===== src/rtl/dma_read_controller.sv =====
// Frame-read DMA: loads frame base addresses from the CPU FIFO and issues one frame of DDR burst reads per frame start.
// Define DMA_RD_FRAME_COUNT_EN to add the frame_count_o completed-frame counter.
module dma_read_controller #(
  parameter int unsigned FRAME_BURSTS = 8100,
  parameter int unsigned BURST_BYTES  = 256,
  parameter int unsigned CNT_W        = 16
) (
  input  logic        sys_clk_i,
  input  logic        rstn_i,
  input  logic        fifo_empty_i,
  input  logic [31:0] fifo_data_i,
  input  logic        fifo_data_valid_i,
  output logic        fifo_rd_o,
  input  logic        frame_start_i,
  input  logic        rd_buf_afull_i,
  output logic        ddr_rd_req_o,
  input  logic        ddr_rd_ack_i,
  output logic [31:0] ddr_rd_addr_o,
  output logic        frame_end_interrupt_o,
  output logic        underrun_o,
  output logic        buf_release_wr_o,
  output logic [31:0] buf_release_addr_o,
  output logic        dma_busy_o
`ifdef DMA_RD_FRAME_COUNT_EN
  ,
  output logic [15:0] frame_count_o
`endif
);

  typedef enum logic [2:0] {
    S_IDLE,
    S_LOAD,
    S_WAIT_FS,
    S_REQ,
    S_DONE
  } state_t;

  localparam logic [CNT_W-1:0] LAST_BURST = CNT_W'(FRAME_BURSTS - 1);
  localparam logic [31:0]      BURST_INC  = 32'(BURST_BYTES);

  state_t           state, state_nxt;
  logic             have_buf, have_buf_nxt;
  logic [31:0]      cur_base, cur_base_nxt;
  logic [CNT_W-1:0] burst_cnt, burst_cnt_nxt;
  logic             fs_pend, fs_pend_nxt;
  logic             fifo_rd_nxt;
  logic             req_nxt;
  logic [31:0]      addr_nxt;
  logic             rel_wr_nxt;
  logic [31:0]      rel_addr_nxt;
  logic             underrun_nxt;
  logic             irq_trig;
  logic [3:0]       irq_dly;

  always_comb begin
    // NOTE: every always_comb target gets a default first so no path leaves it unassigned (no inferred latch).
    state_nxt     = state;
    have_buf_nxt  = have_buf;
    cur_base_nxt  = cur_base;
    burst_cnt_nxt = burst_cnt;
    fs_pend_nxt   = fs_pend;
    fifo_rd_nxt   = 1'b0;
    req_nxt       = ddr_rd_req_o;
    addr_nxt      = ddr_rd_addr_o;
    rel_wr_nxt    = 1'b0;
    rel_addr_nxt  = buf_release_addr_o;
    underrun_nxt  = 1'b0;
    irq_trig      = 1'b0;

    unique case (state)
      S_IDLE: begin
        if (!fifo_empty_i) begin
          fifo_rd_nxt = 1'b1;
          state_nxt   = S_LOAD;
        end
      end

      S_LOAD: begin
        if (frame_start_i) fs_pend_nxt = 1'b1;
        if (fifo_data_valid_i) begin
          // The buffer being replaced goes back to the CPU.
          if (have_buf) begin
            rel_wr_nxt   = 1'b1;
            rel_addr_nxt = cur_base;
          end
          cur_base_nxt = fifo_data_i;
          have_buf_nxt = 1'b1;
          state_nxt    = S_WAIT_FS;
        end
      end

      S_WAIT_FS: begin
        if (frame_start_i || fs_pend) begin
          fs_pend_nxt   = 1'b0;
          addr_nxt      = cur_base;
          burst_cnt_nxt = '0;
          req_nxt       = !rd_buf_afull_i;
          state_nxt     = S_REQ;
        end else if (!fifo_empty_i) begin
          fifo_rd_nxt = 1'b1;
          state_nxt   = S_LOAD;
        end
      end

      S_REQ: begin
        if (frame_start_i) begin
          // Underrun: drop the request (a coincident ack is discarded) and restart the frame.
          req_nxt       = 1'b0;
          underrun_nxt  = 1'b1;
          addr_nxt      = cur_base;
          burst_cnt_nxt = '0;
        end else if (ddr_rd_req_o && ddr_rd_ack_i) begin
          addr_nxt      = ddr_rd_addr_o + BURST_INC;
          burst_cnt_nxt = burst_cnt + 1'b1;
          if (burst_cnt == LAST_BURST) begin
            req_nxt   = 1'b0;
            irq_trig  = 1'b1;
            state_nxt = S_DONE;
          end else begin
            req_nxt = !rd_buf_afull_i;
          end
        end else if (!ddr_rd_req_o) begin
          // An outstanding request is held; only an idle one looks at back-pressure.
          req_nxt = !rd_buf_afull_i;
        end
      end

      S_DONE: begin
        if (frame_start_i) fs_pend_nxt = 1'b1;
        state_nxt = S_WAIT_FS;
      end

      default: state_nxt = S_IDLE;
    endcase
  end

  // NOTE: sequential state uses non-blocking assignments so every flop samples pre-edge values.
  always_ff @(posedge sys_clk_i or negedge rstn_i) begin
    if (!rstn_i) begin
      state              <= S_IDLE;
      have_buf           <= 1'b0;
      cur_base           <= '0;
      burst_cnt          <= '0;
      fs_pend            <= 1'b0;
      fifo_rd_o          <= 1'b0;
      ddr_rd_req_o       <= 1'b0;
      ddr_rd_addr_o      <= '0;
      buf_release_wr_o   <= 1'b0;
      buf_release_addr_o <= '0;
      underrun_o         <= 1'b0;
      irq_dly            <= '0;
    end else begin
      state              <= state_nxt;
      have_buf           <= have_buf_nxt;
      cur_base           <= cur_base_nxt;
      burst_cnt          <= burst_cnt_nxt;
      fs_pend            <= fs_pend_nxt;
      fifo_rd_o          <= fifo_rd_nxt;
      ddr_rd_req_o       <= req_nxt;
      ddr_rd_addr_o      <= addr_nxt;
      buf_release_wr_o   <= rel_wr_nxt;
      buf_release_addr_o <= rel_addr_nxt;
      underrun_o         <= underrun_nxt;
      irq_dly            <= {irq_dly[2:0], irq_trig};
    end
  end

`ifdef DMA_RD_FRAME_COUNT_EN
  always_ff @(posedge sys_clk_i or negedge rstn_i) begin
    if (!rstn_i)       frame_count_o <= '0;
    else if (irq_trig) frame_count_o <= frame_count_o + 16'd1;
  end
`endif

  // Four-cycle interrupt stretched from the single-cycle completion trigger.
  assign frame_end_interrupt_o = |irq_dly;
  assign dma_busy_o            = (state == S_REQ);

endmodule


===== config.mk =====
export PLATFORM = sky130hd
export DESIGN_NAME = dma_read_controller
export DESIGN_NICKNAME = d
export VERILOG_FILES = /design/src/rtl/dma_read_controller.sv
export SDC_FILE = /design/constraint.sdc
export NUM_CORES = 1
export LEC_CHECK = 0
export CAP_MARGIN = 30
export CORE_UTILIZATION = 45
export DETAILED_ROUTE_END_ITERATION = 10
export GPL_ROUTABILITY_DRIVEN = 0
export PLACE_DENSITY = 0.81
export SYNTH_ARGS = -nofsm -noshare
export SYNTH_HDL_FRONTEND = slang
export SYNTH_SLANG_ARGS = --single-unit

===== constraint.sdc =====
create_clock -name sys_clk_i -period 4.3 [get_ports sys_clk_i]
set_input_delay 0.645 -clock sys_clk_i [delete_from_list [all_inputs] [get_ports sys_clk_i]]
set_output_delay 0.645 -clock sys_clk_i [all_outputs]
set_load 0.01 [all_outputs]

# Word-level counts from Yosys, hierarchy flattened
# Index checks and enable logic that the tools add are counted.
[word_totals]
in_bits = 39
reg_bits = 125
[op_classes]
addsub = 2
eq_ne = 12
muxes = 36
n_reduce_logical = 14
[ops]
columns = ["operator", "n"]
rows = [
  ["32-bit two-way mux", 3],
  ["32-bit case mux with 2 select lines", 1],
  ["16-bit two-way mux", 3],
  ["32-bit by 9-bit adder with 32-bit output, second input constant", 1],
  ["16-bit case mux with 2 select lines", 1],
  ["1-bit two-way mux", 18],
  ["3-bit two-way mux", 6],
  ["16-bit by 1-bit adder with 16-bit output, second input constant", 1],
  ["16-bit by 13-bit == test with 1-bit output, second input constant", 1],
  ["3-bit case mux with 5 select lines", 1],
  ["3-bit AND reduction", 3],
  ["3-bit by 2-bit == test with 1-bit output, second input constant", 2],
  ["2-bit by 1-bit inequality test with 1-bit output, second input constant", 3],
  ["2-bit inequality test, second input constant", 3],
  ["1-bit case mux with 2 select lines", 3],
  ["2-bit AND reduction", 2],
  ["4-bit AND reduction", 1],
  ["2-bit nonzero test", 2],
  ["4-bit OR reduction", 1],
  ["3-bit by 1-bit == test with 1-bit output, second input constant", 1],
  ["3-bit == test, second input constant", 1],
  ["3-bit zero test", 1],
  ["3-bit by 2-bit inequality test with 1-bit output, second input constant", 1],
  ["2-bit OR reduction", 1],
  ["3 further kinds", 3],
]

# Longest topological paths before layout
[depth]
word_depth = 5
mapped_depth = 8

# Worst setup path before layout
# No wires, ideal clock.
[synth_timing]
path_type = "input port to flip-flop"
startpoint = "input port frame_start_i"
endpoint = "register burst_cnt[5]"
slack_ns = 2.300
t_required_ns = 4.179
t_arrival_ns = 1.879
cell_stages = 7
path_cell_list = "buf_2 > nor4bb_1 > buf_2 > a211o_1 > or3_1 > xor2_1 > nor2_1"
[synth_via]
elab_chain_len = 3
word_cells_on_any_way = 6
[synth_lines]
columns = ["item", "line", "rtl"]
rows = [
  ["from (decl)", "14", "input logic frame_start_i,"],
  ["1-bit logical OR", "93", "if (frame_start_i || fs_pend) begin"],
  ["2-bit inequality test (no source line)", "n/a", ""],
  ["3-bit AND reduction (no source line)", "n/a", ""],
  ["to (signal assigned)", "156", "burst_cnt <= burst_cnt_nxt;"],
  ["to (decl)", "44", "logic [CNT_W-1:0] burst_cnt, burst_cnt_nxt;"],
]
# Several ways; a longest one is shown, not always the timed one.
# A chain may end at the register's enable or synchronous reset.

# Worst setup path after layout
[layout_timing]
startpoint = "input port frame_start_i"
endpoint = "register ddr_rd_addr_o[18]"
[layout_via]
elab_chain_len = 3
word_cells_on_any_way = 6
[layout_lines]
columns = ["item", "line", "rtl"]
rows = [
  ["1-bit logical OR", "93", ""],
  ["2-bit inequality test (no source line)", "n/a", ""],
  ["3-bit AND reduction (no source line)", "n/a", ""],
  ["to (signal assigned)", "160", "ddr_rd_addr_o <= addr_nxt;"],
  ["to (decl)", "18", "output logic [31:0] ddr_rd_addr_o,"],
]
# Several ways; a longest one is shown, not always the timed one.

==> flow_summary.toml <==
[power_and_ir_drop]
p_per_area_nw_per_um2 = 405.4
p_switching_mw = 0.6924
power_mw = 3.012
share_comb_of_total_power_pct = 10.1
p_int_mw = 2.319
p_leak_nw = 3.302
p_sw_share_pct = 22.99
pwr-share-clk_pct = 46.7
ir_drop_v = 0.0002571
pwr-share-seq_pct = 43.1

[logic_synthesis]
avgSynthCellArea_um2 = 11.60
synth_ff_type = "dfrtp_1"
synthDistinctLibCells = 56
syn_inst = 482
synth_edf_count = 0
yosys.area.top_type = "dfrtp_1"
syn-num-nets = 523
async_flop_share_pct = 100.0
synth_area_leaders = "dfrtp_1 56%, mux2_2 8.5%, mux2_1 6.0%"
ys_seq_area_share_pct = 55.94
syn-cell-area_um2 = 5592
ys_seq_elements = 125
yosysMostFrequentCell = "dfrtp_1"
ys_warn_count = 0
synth_common_cells = "125 x dfrtp_1, 42 x mux2_2, 37 x nor2_1"
yosysTopAreaCellShare_pct = 55.94

[floorplan]
start_util_pct = 46.36
die_w_um = 113.5
ios = 109
coreArea_um2 = 12060
rows = 40
die_h_um = 113.5
dieArea_um2 = 12880

[sta]
rsz0062_at_grt = "no"
worst_slack_ns = 1.708
fin_crit_sh_pct = 60.28
hold_violations = 0
final.setup_skew_ns = 0.009940
tightestPinTransition_ns = 0.8953
final_max_slew_viol_count = 0
hold_slack_ns = 0.3074
period_needed_ns = 2.592
finalSetupViolations = 0
max_freq_ghz = 0.3858
relSlewSlack_pct = 39.97
setup_tns_ns = 0

[cts]
post_cts_buffers = 0
cts_tree = "built"
htreeDepth = 4
clk_pin_slew_ns = 0.06
holdBufCountCts = 0
numCtsBuffers = 17
worstSkewPairLatency_ns = 0.42
clockRootBuffer = "clkbuf_16"
ctsResizeCount = 0
clock-sinks = 125
clk_path_buf_depth = 2

[route]
avgViaCountPerCell = 5.561
wl_per_cell_um = 17.37
drc = 0
first_iter_violations = 431
ant_nets = 0
totalWireLength_um = 13410
drt_pass1_iterations = 5
vias = 4293

[placement]
pre_cts_slack_ns = 1.330
placed_area_um2 = 6842
dp_hpwl_um = 9036
placement.io_buffers = 108

[worst_setup_path]
crit_required_ns = 4.63
cp_cell_sequence = "clkdlybuf4s50_1, nand4bb_1, nor4_1, a21oi_1, o21ai_1"
worstSetupPathType = "primary input to flop"
rrSetupSlack_ns = 1.86
slowest_stage = "nand4bb_1"
cp-start-kind = "primary input"
cp.arrival_ns = 2.93
endpoint_kind = "flop"
cp_max_fo = 20
cp_slowest_stage_delay_ns = 0.90

[global_route]
grt_usage_pct = 22.42
antenna_found_initial = 0
first_global_vias = 4349
grt_pass1_wl_um = 22070
grt-ovfl-total = 0
grt_max_degree = 63

[status]
outcome = "completed"

[final_layout]
fillers = 943
finalNetCount = 633
multi_input_area_um2 = 2335
final_area_um2 = 7430
drive_gt1_share_pct = 14.90
syn_to_final_growth_pct = 32.87
ff_latch_area_um2 = 3128
diodes = 0

[hold_path]
hold_class = "primary input to asynchronous set/reset pin"

[job]
cap_violations = 0
[flip-flops by register name, indices dropped and copies added, names as in the netlist, 3 cells and up]
register and flops:
cur_base 32, buf_release_addr_o 32, irq_dly 4, state 3, ddr_rd_addr_o 32, burst_cnt 16
[path summary, 6_finish.rpt]
check / startpoint / to / cells past startpoint
worst min-delay path: rstn_i / underrun_o / 1
worst max register to register: state[2] / burst_cnt[5] / 5
min in group sys_clk_i: irq_dly[1] / irq_dly[2] / 0
worst min register to register: irq_dly[1] / irq_dly[2] / 0
worst max-delay path: frame_start_i / ddr_rd_addr_o[18] / 5
max in group asynchronous: rstn_i / cur_base[26] / 2
[layer usage]
| metal | track usage (%) | routed length [um] | vias up |
|---|---|---|---|
| met1 | 28.52 | 5839 | 2119 |
| li1 | - | - | 1978 |
| met3 | 7.545 | 848 | 28 |
| met2 | 34.76 | 6450 | 168 |
| met4 | 10.18 | 270 | 0 |
| met5 | 0 | 0 | - |
[critical path: cells and delay by family]
kind / cells / cell delay, ns
buffers and inverters: 1 / 0.60
AND/OR/NAND/NOR: 2 / 1.47
AO/OA/AOI/OAI: 2 / 0.21
[final cells by class]
class                      count  area share [%]
clock inverter                 6           1.111
clock buffer                  25           6.804
inverter                       8          0.4042
tap                          168           2.829
multi-input combinational    324           31.42
sequential                   125           42.10
timing repair buffer         116           15.32
[power by group through the flow]
stage               logic, mW  clock network [mW]  registers, mW
floorplan               0.117                   0           1.32
global placement        0.298                   0           1.31
detailed placement      0.307                   0           1.32
CTS                     0.308                1.43           1.30
global route            0.333                1.48           1.31
finish                  0.305                1.41           1.30
[cell usage in the layout (no fill, tap or decap), drive strengths merged, types with 7 or more instances in the layout]
cell / Yosys / routed
nand3: 14 / 14
buf: 16 / 9
clkbuf: 9 / 25
nand4: 16 / 16
o21ai: 22 / 22
a21oi: 30 / 30
mux2: 72 / 72
a2bb2oi: 7 / 7
nand2: 29 / 29
and3: 9 / 9
nor3: 9 / 9
nor2: 38 / 38
inv: 8 / 8
clkdlybuf4s50: 0 / 107
xor2: 10 / 10
dfrtp: 125 / 125
[per-stage QoR]
stage	util [%]	std cells
detailed placement	56.72	741
global placement	56.72	741
floorplan	-	482
global route	61.60	772
finish	61.60	772
CTS	61.60	772
[cells by family after synthesis]
| group | share of synthesized area (%) |
|---|---|
| and+or+nand+nor | 14.16 |
| DFF | 55.94 |
| AOI/OAI and AO/OA | 9.644 |
| muxes | 15.04 |
| buffers and inverters | 2.573 |
| xor gates and xnor gates | 2.193 |
| adders and majority gates | 0.4475 |
Note: power is estimated with default switching activity, not from simulation.
